<file path="src/rtl/flash_pkg.sv">
// Shared definitions for the flash burst reader.
// Holds the controller state encoding and the default timing constants
// used when integrating the reader into a loader.
package flash_pkg;

    typedef enum logic [2:0] {
        IDLE,
        SETUP,
        CE_WAIT,
        OE_WAIT,
        CAPTURE,
        RECOVER
    } state_t;

    localparam int TCE_DEF  = 5;
    localparam int TOE_DEF  = 6;
    localparam int TREC_DEF = 2;

endpackage

</file>
<file path="src/rtl/flex_counter.sv">
// Up-counter with synchronous clear and count enable.
// Ports:
//   clk, n_rst    clock, asynchronous active-low reset
//   clear         synchronous clear to 0 (wins over count_enable)
//   count_enable  increment by one when high
//   count_out     current count, wraps at 2^NUM_CNT_BITS
module flex_counter #(
    parameter int NUM_CNT_BITS = 4
) (
    input  logic                    clk,
    input  logic                    n_rst,
    input  logic                    clear,
    input  logic                    count_enable,
    output logic [NUM_CNT_BITS-1:0] count_out
);

    always_ff @(posedge clk, negedge n_rst) begin
        if (!n_rst) begin
            count_out <= '0;
        end else if (clear) begin
            count_out <= '0;
        end else if (count_enable) begin
            count_out <= count_out + 1'b1;
        end
    end

endmodule

</file>
<file path="src/rtl/flash_burst_reader.sv">
// Burst reader for an asynchronous parallel NOR flash.
// Fetches burst_len+1 consecutive words starting at start_addr, using
// programmable CE-to-OE (tce) and OE/address-to-data (toe) delays.
// Ports:
//   clk, n_rst         clock, asynchronous active-low reset
//   req, abort         start request (IDLE only) / terminate the burst
//   start_addr, burst_len, tce, toe   burst parameters, latched on accept
//   busy               high whenever not IDLE
//   rdata, rdata_valid last captured word and its one-cycle strobe
//   done, aborted      end-of-burst pulse; aborted flags an abort-ended burst
//   flash_addr, flash_data, ce_n, oe_n, we_n   flash pins
//
// state    | meaning
// IDLE     | waiting for req
// SETUP    | address driven, chip still deselected
// CE_WAIT  | ce_n low, waiting max(tce,1) cycles
// OE_WAIT  | ce_n/oe_n low, waiting max(toe,1) cycles for data
// CAPTURE  | sample flash_data, step to next word or finish
// RECOVER  | chip deselected for TREC cycles
module flash_burst_reader
    import flash_pkg::*;
#(
    parameter int ADDR_W = 16,
    parameter int DATA_W = 16,
    parameter int CNT_W  = 4,
    parameter int BL_W   = 4,
    parameter int TREC   = TREC_DEF
) (
    input  logic              clk,
    input  logic              n_rst,
    input  logic              req,
    input  logic              abort,
    input  logic [ADDR_W-1:0] start_addr,
    input  logic [BL_W-1:0]   burst_len,
    input  logic [CNT_W-1:0]  tce,
    input  logic [CNT_W-1:0]  toe,
    output logic              busy,
    output logic [DATA_W-1:0] rdata,
    output logic              rdata_valid,
    output logic              done,
    output logic              aborted,
    output logic [ADDR_W-1:0] flash_addr,
    input  logic [DATA_W-1:0] flash_data,
    output logic              ce_n,
    output logic              oe_n,
    output logic              we_n
);

    localparam logic [CNT_W-1:0] TREC_LAST = CNT_W'(TREC - 1);

    state_t            state, next_state;
    logic [BL_W-1:0]   word_cnt;
    logic [CNT_W-1:0]  tce_q, toe_q, wait_cnt;
    logic [CNT_W-1:0]  tce_lim, toe_lim;
    logic              accept, abort_hit, step_word, done_pre;
    logic              cnt_clear, cnt_en;
    logic              abort_pend, done_d, ab_d;

    // A programmed delay of 0 is treated as 1 cycle.
    assign tce_lim = (tce_q == '0) ? '0 : tce_q - 1'b1;
    assign toe_lim = (toe_q == '0) ? '0 : toe_q - 1'b1;
    assign we_n    = 1'b1;

    flex_counter #(.NUM_CNT_BITS(CNT_W)) u_wait_cnt (
        .clk          (clk),
        .n_rst        (n_rst),
        .clear        (cnt_clear),
        .count_enable (cnt_en),
        .count_out    (wait_cnt)
    );

    always_ff @(posedge clk, negedge n_rst) begin
        if (!n_rst) begin
            state <= IDLE;
        end else begin
            state <= next_state;
        end
    end

    always_comb begin
        next_state = state;
        busy       = (state != IDLE);
        accept     = (state == IDLE) && req;
        abort_hit  = abort && (state inside {SETUP, CE_WAIT, OE_WAIT, CAPTURE});
        cnt_en     = (state inside {CE_WAIT, OE_WAIT, RECOVER});
        case (state)
            IDLE:    if (req) next_state = SETUP;
            SETUP:   next_state = CE_WAIT;
            CE_WAIT: if (wait_cnt == tce_lim) next_state = OE_WAIT;
            OE_WAIT: if (wait_cnt == toe_lim) next_state = CAPTURE;
            CAPTURE: next_state = (word_cnt == '0) ? RECOVER : OE_WAIT;
            RECOVER: if (wait_cnt == TREC_LAST) next_state = IDLE;
            default: next_state = IDLE;
        endcase
        if (abort_hit) next_state = RECOVER;
        // Every state entry (including CAPTURE -> OE_WAIT) restarts the wait count.
        cnt_clear  = (next_state != state);
        step_word  = (state == CAPTURE) && (next_state == OE_WAIT);
        done_pre   = (state == RECOVER) && (next_state == IDLE);
    end

    // Chip controls and done are registered from the current state, so the
    // pins lag the state by one cycle and never glitch on decode.
    always_ff @(posedge clk, negedge n_rst) begin
        if (!n_rst) begin
            flash_addr  <= '0;
            word_cnt    <= '0;
            tce_q       <= '0;
            toe_q       <= '0;
            rdata       <= '0;
            rdata_valid <= 1'b0;
            ce_n        <= 1'b1;
            oe_n        <= 1'b1;
            abort_pend  <= 1'b0;
            done_d      <= 1'b0;
            ab_d        <= 1'b0;
            done        <= 1'b0;
            aborted     <= 1'b0;
        end else begin
            if (accept) begin
                flash_addr <= start_addr;
                word_cnt   <= burst_len;
                tce_q      <= tce;
                toe_q      <= toe;
            end else if (step_word) begin
                flash_addr <= flash_addr + 1'b1;
                word_cnt   <= word_cnt - 1'b1;
            end
            if (state == CAPTURE) rdata <= flash_data;
            rdata_valid <= (state == CAPTURE);
            ce_n        <= !(state inside {CE_WAIT, OE_WAIT, CAPTURE});
            oe_n        <= !(state inside {OE_WAIT, CAPTURE});
            if (accept) begin
                abort_pend <= 1'b0;
            end else if (abort_hit) begin
                abort_pend <= 1'b1;
            end
            done_d <= done_pre;
            ab_d   <= done_pre && abort_pend;
            done   <= done_d;
            if (done_d) begin
                aborted <= ab_d;
            end else if (accept) begin
                aborted <= 1'b0;
            end
        end
    end

endmodule

</file>
<file path="config.mk">
export PLATFORM = sky130hd
export DESIGN_NAME = flash_burst_reader
export DESIGN_NICKNAME = d
export VERILOG_FILES = /design/src/rtl/flash_pkg.sv /design/src/rtl/flex_counter.sv /design/src/rtl/flash_burst_reader.sv
export SDC_FILE = /design/constraint.sdc
export NUM_CORES = 1
export LEC_CHECK = 0
export ABC_AREA = 1
export BUFFER_PORTS_ARGS = -buffer_cell sky130_fd_sc_hd__buf_2
export CAP_MARGIN = 20
export CORE_MARGIN = 2
export CORE_UTILIZATION = 35
export DETAILED_ROUTE_END_ITERATION = 8
export SYNTH_ARGS = -nofsm -noshare
export SYNTH_HDL_FRONTEND = slang
export SYNTH_HIERARCHICAL = 1
export SYNTH_SLANG_ARGS = --single-unit
</file>
<file path="constraint.sdc">
create_clock -name clk -period 3.6 [get_ports clk]
set_clock_uncertainty 0.15 [all_clocks]
set_input_delay 0.36 -clock clk [delete_from_list [all_inputs] [get_ports clk]]
set_output_delay 0.36 -clock clk [all_outputs]
set_load 0.01 [all_outputs]
</file>
Yosys cells after proc, flatten, opt, wreduce, memory -nomap -nowiden
Index checks and enable logic that the tools add are counted.
- bits of input ports: 48
- logic and storage cells: 70
- output and inout bits: 39
- register bits after elaboration: 59
- $add $sub $neg: 5
- eq/ne operators: 10
- reductions and logical operators: 21
- multiplexer cells: 19
- operators by type and width (operator ; count):
    $mux 16 ; 2
    $mux 4 ; 6
    $mux 3 ; 6
    $pmux 3 s6 ; 1
    $add 16x1->16 const B ; 1
    $logic_not 4->1 ; 3
    $sub 4x1->4 const B ; 3
    $reduce_bool 2->1 ; 5
    $eq 3x2->1 const B ; 3
    $reduce_bool 3->1 ; 3
    $eq 4x4->1 ; 2
    $eq 3x3->1 const B ; 2
    $logic_not 3->1 ; 2
    $logic_and 1x1->1 ; 5
    $add 4x1->4 const B ; 1
    $eq 4x1->1 const B ; 1
    $mux 1 ; 4
    $reduce_bool 4->1 ; 1
    $eq 3x1->1 const B ; 1
    $ne 3x3->1 ; 1
    $logic_not 1->1 ; 2

Logic depth before layout (Yosys ltp)
- depth after elaboration: 10
- gate-level depth with buffers: 19
- gate-level depth less buffers: 19

By module
The synthesis kept the hierarchy.
- by module, submodules not included (module ; cells an instance ; area an instance (µm²) ; times used ; sequential area each (µm²)):
    flash_burst_reader ; 411 ; 3035.4 ; 1 ; 1378.8
    flex_counter ; 24 ; 201.4 ; 1 ; 100.1

Least setup slack after synthesis
OpenSTA, ideal clock, no wires.
- kind: register -> register
- start point: register word_cnt[0]
- end point: register u_wait_cnt.count_out[3]
- path buffers: 0
- data arrival time: 1.775 ns
- required time: 3.331 ns
- clock period less this slack: 2.044 ns
- slack: 1.556 ns
- stages on the path, launching flop included: 16
- library setup time: 0.119 ns
- cells stage by stage: dfrtp_1 -> inv_1 -> ha_1 -> inv_1 -> nor2_1 -> a21oi_1 -> a211oi_1 -> nand2_1 -> nand2_1 -> nand2_1 -> nand2_1 -> nand4_1 -> nor2_2 -> nor2_4 -> a21oi_1 -> nor2_1
- longest elaborated chain between the ends: 6
- elaborated cells on any way between the ends: 7
- those cells by class: eq/ne: 1; mux: 4; reduce/logical: 2
- RTL lines (item ; RTL line ; RTL):
    from (decl) ; flash_burst_reader.sv:52 ; logic [BL_W-1:0] word_cnt;
    from (signal assigned) ; flash_burst_reader.sv:122 ; word_cnt <= burst_len;
    from (signal assigned) ; flash_burst_reader.sv:127 ; word_cnt <= word_cnt - 1'b1;
    $logic_not 4->1 (*) ; flash_burst_reader.sv:91 ; CAPTURE: next_state = (word_cnt == '0) ? RECOVER : OE_WAIT;
    $mux 3 (*) ; flash_burst_reader.sv:91 ;
    $pmux 3 s6 (*) ; flash_burst_reader.sv:86 ; case (state)
    $mux 3 (*) ; flash_burst_reader.sv:95 ; if (abort_hit) next_state = RECOVER;
    $ne 3x3->1 (*) ; flash_burst_reader.sv:97 ; cnt_clear = (next_state != state);
    via cnt_clear ; flash_burst_reader.sv:56 ; logic cnt_clear, cnt_en;
    $mux 4 / $reduce_bool 2->1 (equally long branches) ; - ;
    to (signal assigned) ; flex_counter.sv:23 ; count_out <= count_out + 1'b1;
    to (decl) ; flex_counter.sv:14 ; output logic [NUM_CNT_BITS-1:0] count_out
Mark *: on every way through the listed nets, which the timed path passes. The rest lies on a longest branch.
A chain may end at the register's enable or synchronous reset.

Final worst setup path
- start point: register state[0]
- end point: register u_wait_cnt.count_out[3]
- longest elaborated chain between the ends: 6
- elaborated cells on any way between the ends: 18
- those cells by class: eq/ne: 6; mux: 7; reduce/logical: 5
- RTL lines (item ; RTL line ; RTL):
    from (decl) ; flash_burst_reader.sv:51 ; state_t state, next_state;
    from (signal assigned) ; flash_burst_reader.sv:76 ; state <= next_state;
    $eq 3x1->1 (tied with other cells) ; flash_burst_reader.sv:84, flash_burst_reader.sv:86 ;
    $reduce_bool 4->1 ; flash_burst_reader.sv:84 ; abort_hit = abort && (state inside {SETUP, CE_WAIT, OE_WAIT, CAPTURE});
    $logic_and 1x1->1 ; flash_burst_reader.sv:84 ;
    $mux 3 (*) ; flash_burst_reader.sv:95 ;
    via next_state[0] ; flash_burst_reader.sv:51 ;
    $ne 3x3->1 (*) ; flash_burst_reader.sv:97 ;
    via cnt_clear ; flash_burst_reader.sv:56 ;
    $mux 4 / $reduce_bool 2->1 (equally long branches) ; - ;
Marks and branches as above.

==> results.sh <==
export IMPL_status="finished, final reports clean"
export IMPL_root_buffer="clkbuf_8"
export IMPL_min_delay_worst_endpoint="rdata[13]$_DFFE_PN0P_"
export IMPL_place_hpwl_mm=5.691
export IMPL_cts_hold_buf=1
export IMPL_cp_cell_sequence="inv_2, nand3_1, buf_4, nand3_1, a21oi_1, nand3_1, nand2_1, nand4_1, nor2_2, nor2_4, a21oi_1, nor2_1"
export IMPL_synthesis_nets=486
export IMPL_area_growth_pct=22.96
export IMPL_dieArea_mm2=0.01003
export IMPL_io_buffers=85
export IMPL_cts_setup_buffers=0
export IMPL_drt_iter0_drc=164
export IMPL_ios=87
export IMPL_finalMaxSlewViolations=0
export IMPL_cts_num_sinks=59
export IMPL_path_common_cell="nand3_1"
export IMPL_synth_top_area_share_pct=44.07
export IMPL_path_buf_inv=2
export IMPL_relSlewSlack_pct=43.66
export IMPL_critPathLaunchType="flop"
export IMPL_hold_depth=3
export IMPL_hp_class="primary input to flop"
export IMPL_synth_cell_type_count=36
export IMPL_min_from="flash_data[13]"
export IMPL_setup_ws_ps=1169
export IMPL_post_route_period_util_pct=67.52
export IMPL_avgRoutedWirePerCell_um=12.27
export IMPL_cts_buffer_depth=2
export IMPL_rr_worst_depth=12
export IMPL_worst_pin_slew_ps=845.1
export IMPL_row_count=35
export IMPL_synth_top_area_cell="dfrtp_1"
export IMPL_max_stage_delay_ps=440
export IMPL_grt_ovfl_total=0
export IMPL_first_pass_iters=4
export IMPL_setup_tns_ps=0
export IMPL_via_count=2999
export IMPL_drt_wl_total_mm=7.841
export IMPL_ys_flop_type="dfrtp_1"
export IMPL_cts_buffers=9
export IMPL_drive_gt1_share_pct=24.81
export IMPL_synth_edf_count=0
export IMPL_path_clk_slew_ps=80
export IMPL_ctsResizeCount=0
export IMPL_finalCriticalPeriod_ps=2431
export IMPL_reg2reg_from="state[0]$_DFF_PN0_"
export IMPL_timing_rr_end="u_wait_cnt/count_out[3]$_DFFE_PN0P_"
export IMPL_ys_seq_area_share_pct=45.69
export IMPL_ir_drop_mv=0.3416
export IMPL_n_antenna_cell=0
export IMPL_max_freq_ghz=0.4114
export IMPL_gp_congestion=0.9088
export IMPL_nets=574
export IMPL_critPathArrivalTime_ps=2510
export IMPL_vias_per_cell=4.693
export IMPL_grt_usage_pct=16.21
export IMPL_setup_violations=0
export IMPL_pre_cts_slack_ps=1164
export IMPL_finalHoldViolCount=0
export IMPL_ys_top_cells_by_count="nand2_1 (180), dfrtp_1 (57), inv_1 (40)"
export IMPL_grt_pass1_wl_mm=13.02
export IMPL_crit_required_ps=3680
export IMPL_antenna_found_initial=0
export IMPL_rsz0062_at_grt="no"
export IMPL_grt_max_degree=47
export IMPL_fp_dieW_um=100.2
export IMPL_die_h_um=100.2
export IMPL_ys_ff_latch=59
export IMPL_cts_htree_levels=3
export IMPL_end_kind="flop"
export IMPL_synthTopCellsByArea="dfrtp_1 (44%), nand2_1 (21%), inv_1 (4.6%)"
export IMPL_final_antenna_net_count=0
export IMPL_first_global_vias=2777
export IMPL_coreArea_mm2=0.009109
export IMPL_powerDensity_mw_per_mm2=869.6
export IMPL_tritoncts="done"
export IMPL_async_reset_ff_share_pct=100.0
export IMPL_cp_slowest_cell="dfrtp_1"
export IMPL_yosysWarnings=6
export IMPL_clock_latency_ps=340
export IMPL_route_detailed_drc=0
export IMPL_syn_area_mm2=0.003237
export IMPL_yosysMostFrequentCell="nand2_1"
export IMPL_avgSynthCellArea_um2=7.441
export IMPL_p_leak_nw=2.093
export IMPL_synth_cells=435
export IMPL_critPathMaxFanout=9
export IMPL_cp_top_family="simple AND/OR/NAND/NOR gates"
export IMPL_path_class="flop to flop"
export IMPL_reg2reg_setup_slack_ps=1170
export IMPL_drv_cap=0
export IMPL_start_util_pct=35.54
==> metrics by stage <==
step | instances | util [%] | hold WS, ps | area [µm²] | power [mW]
global route | 639 | 43.70 | 50.58 | 3980 | 3.785
finish | 639 | 43.70 | 58.44 | 3980 | 3.461
CTS | 639 | 43.70 | 41.84 | 3980 | 3.496
floorplan | 435 | - | -85.59 | 3237 | 2.346
global placement | 622 | 41.10 | 261.0 | 3744 | 2.764
detailed placement | 622 | 41.10 | 246.3 | 3744 | 2.789
==> logic make-up (layout without fill, tap and decap cells) <==
| group | after synthesis | after routing | share of synthesized area, % |
|---|---|---|---|
| AOI/OAI and AO/OA | 56 | 56 | 10.71 |
| and+or+nand+nor | 252 | 252 | 32.35 |
| other | 1 | 1 | 0.1159 |
| DFF | 59 | 59 | 45.69 |
| buffers and inverters | 55 | 148 | 7.538 |
| xor gates and xnor gates | 9 | 9 | 2.435 |
| adders and majority gates | 3 | 3 | 1.160 |
==> state kept, by name, summed over array words and instances (netlist names) <==
name	cells
u_wait_cnt/count_out	4
word_cnt	4
toe_q	4
tce_q	4
rdata_valid	1
rdata	16
ab_d	1
done_d	1
flash_addr	16
oe_n	1
ce_n	1
aborted	1
done	1
abort_pend	1
state	3
==> power by group <==
part	switching, mW	internal [mW]	total [mW]
Combinational	0.993	0.584	1.58
Clock	0.295	0.394	0.689
Sequential	0.244	0.951	1.19
Total	1.53	1.93	3.46
==> worst max-delay path by stage <==
stage	cells after the start	endpoint	startpoint	slack [ps]
final	12	u_wait_cnt/count_out[3]$_DFFE_PN0P_	state[0]$_DFF_PN0_	1170
after global placement	14	u_wait_cnt/count_out[3]$_DFFE_PN0P_	state[1]$_DFF_PN0_	1180
after global routing	14	u_wait_cnt/count_out[3]$_DFFE_PN0P_	state[1]$_DFF_PN0_	920
after CTS	14	u_wait_cnt/count_out[3]$_DFFE_PN0P_	state[0]$_DFF_PN0_	1140
after floorplan	15	u_wait_cnt/count_out[3]$_DFFE_PN0P_	word_cnt[0]$_DFFE_PN0P_	1560
after detailed placement	14	u_wait_cnt/count_out[3]$_DFFE_PN0P_	state[1]$_DFF_PN0_	1160
==> metal layers <==
metal	vias to the layer above	part of all wire (%)	track usage, %
met5	-	0	0
met4	0	1.2	6.428
met3	8	4.1	2.925
met2	75	47	24.68
met1	1361	48	22.92
li1	1555	-	-
==> layout make-up <==
| cell class | count | area, µm² |
|---|---|---|
| Clock buffer | 9 | 123.9 |
| Inverter | 43 | 163.9 |
| Clock inverter | 7 | 102.6 |
| Fill cell | 954 | 5129 |
| Tap cell | 111 | 138.9 |
| Timing Repair Buffer | 89 | 457.9 |
| Multi-Input combinational cell | 321 | 1514 |
| Sequential cell | 59 | 1479 |
==> worst min-delay path, cell delays in order <==
cell,delay (ps)
buf_2,80
nand2_1,40
nand2_1,50
==> cells in the final DEF, fill, tap and decap left out, drive strengths merged, types with 3 or more instances in the layout <==
cell	instances
nand2	182
buf	88
dfrtp	57
inv	43
o21ai	43
nand3	31
nor2	28
clkbuf	9
a21oi	8
nand4	6
xor2	5
nor3	4
xnor2	4
clkinv	4
ha	3
No activity file was read; power rests on OpenSTA's default activity.
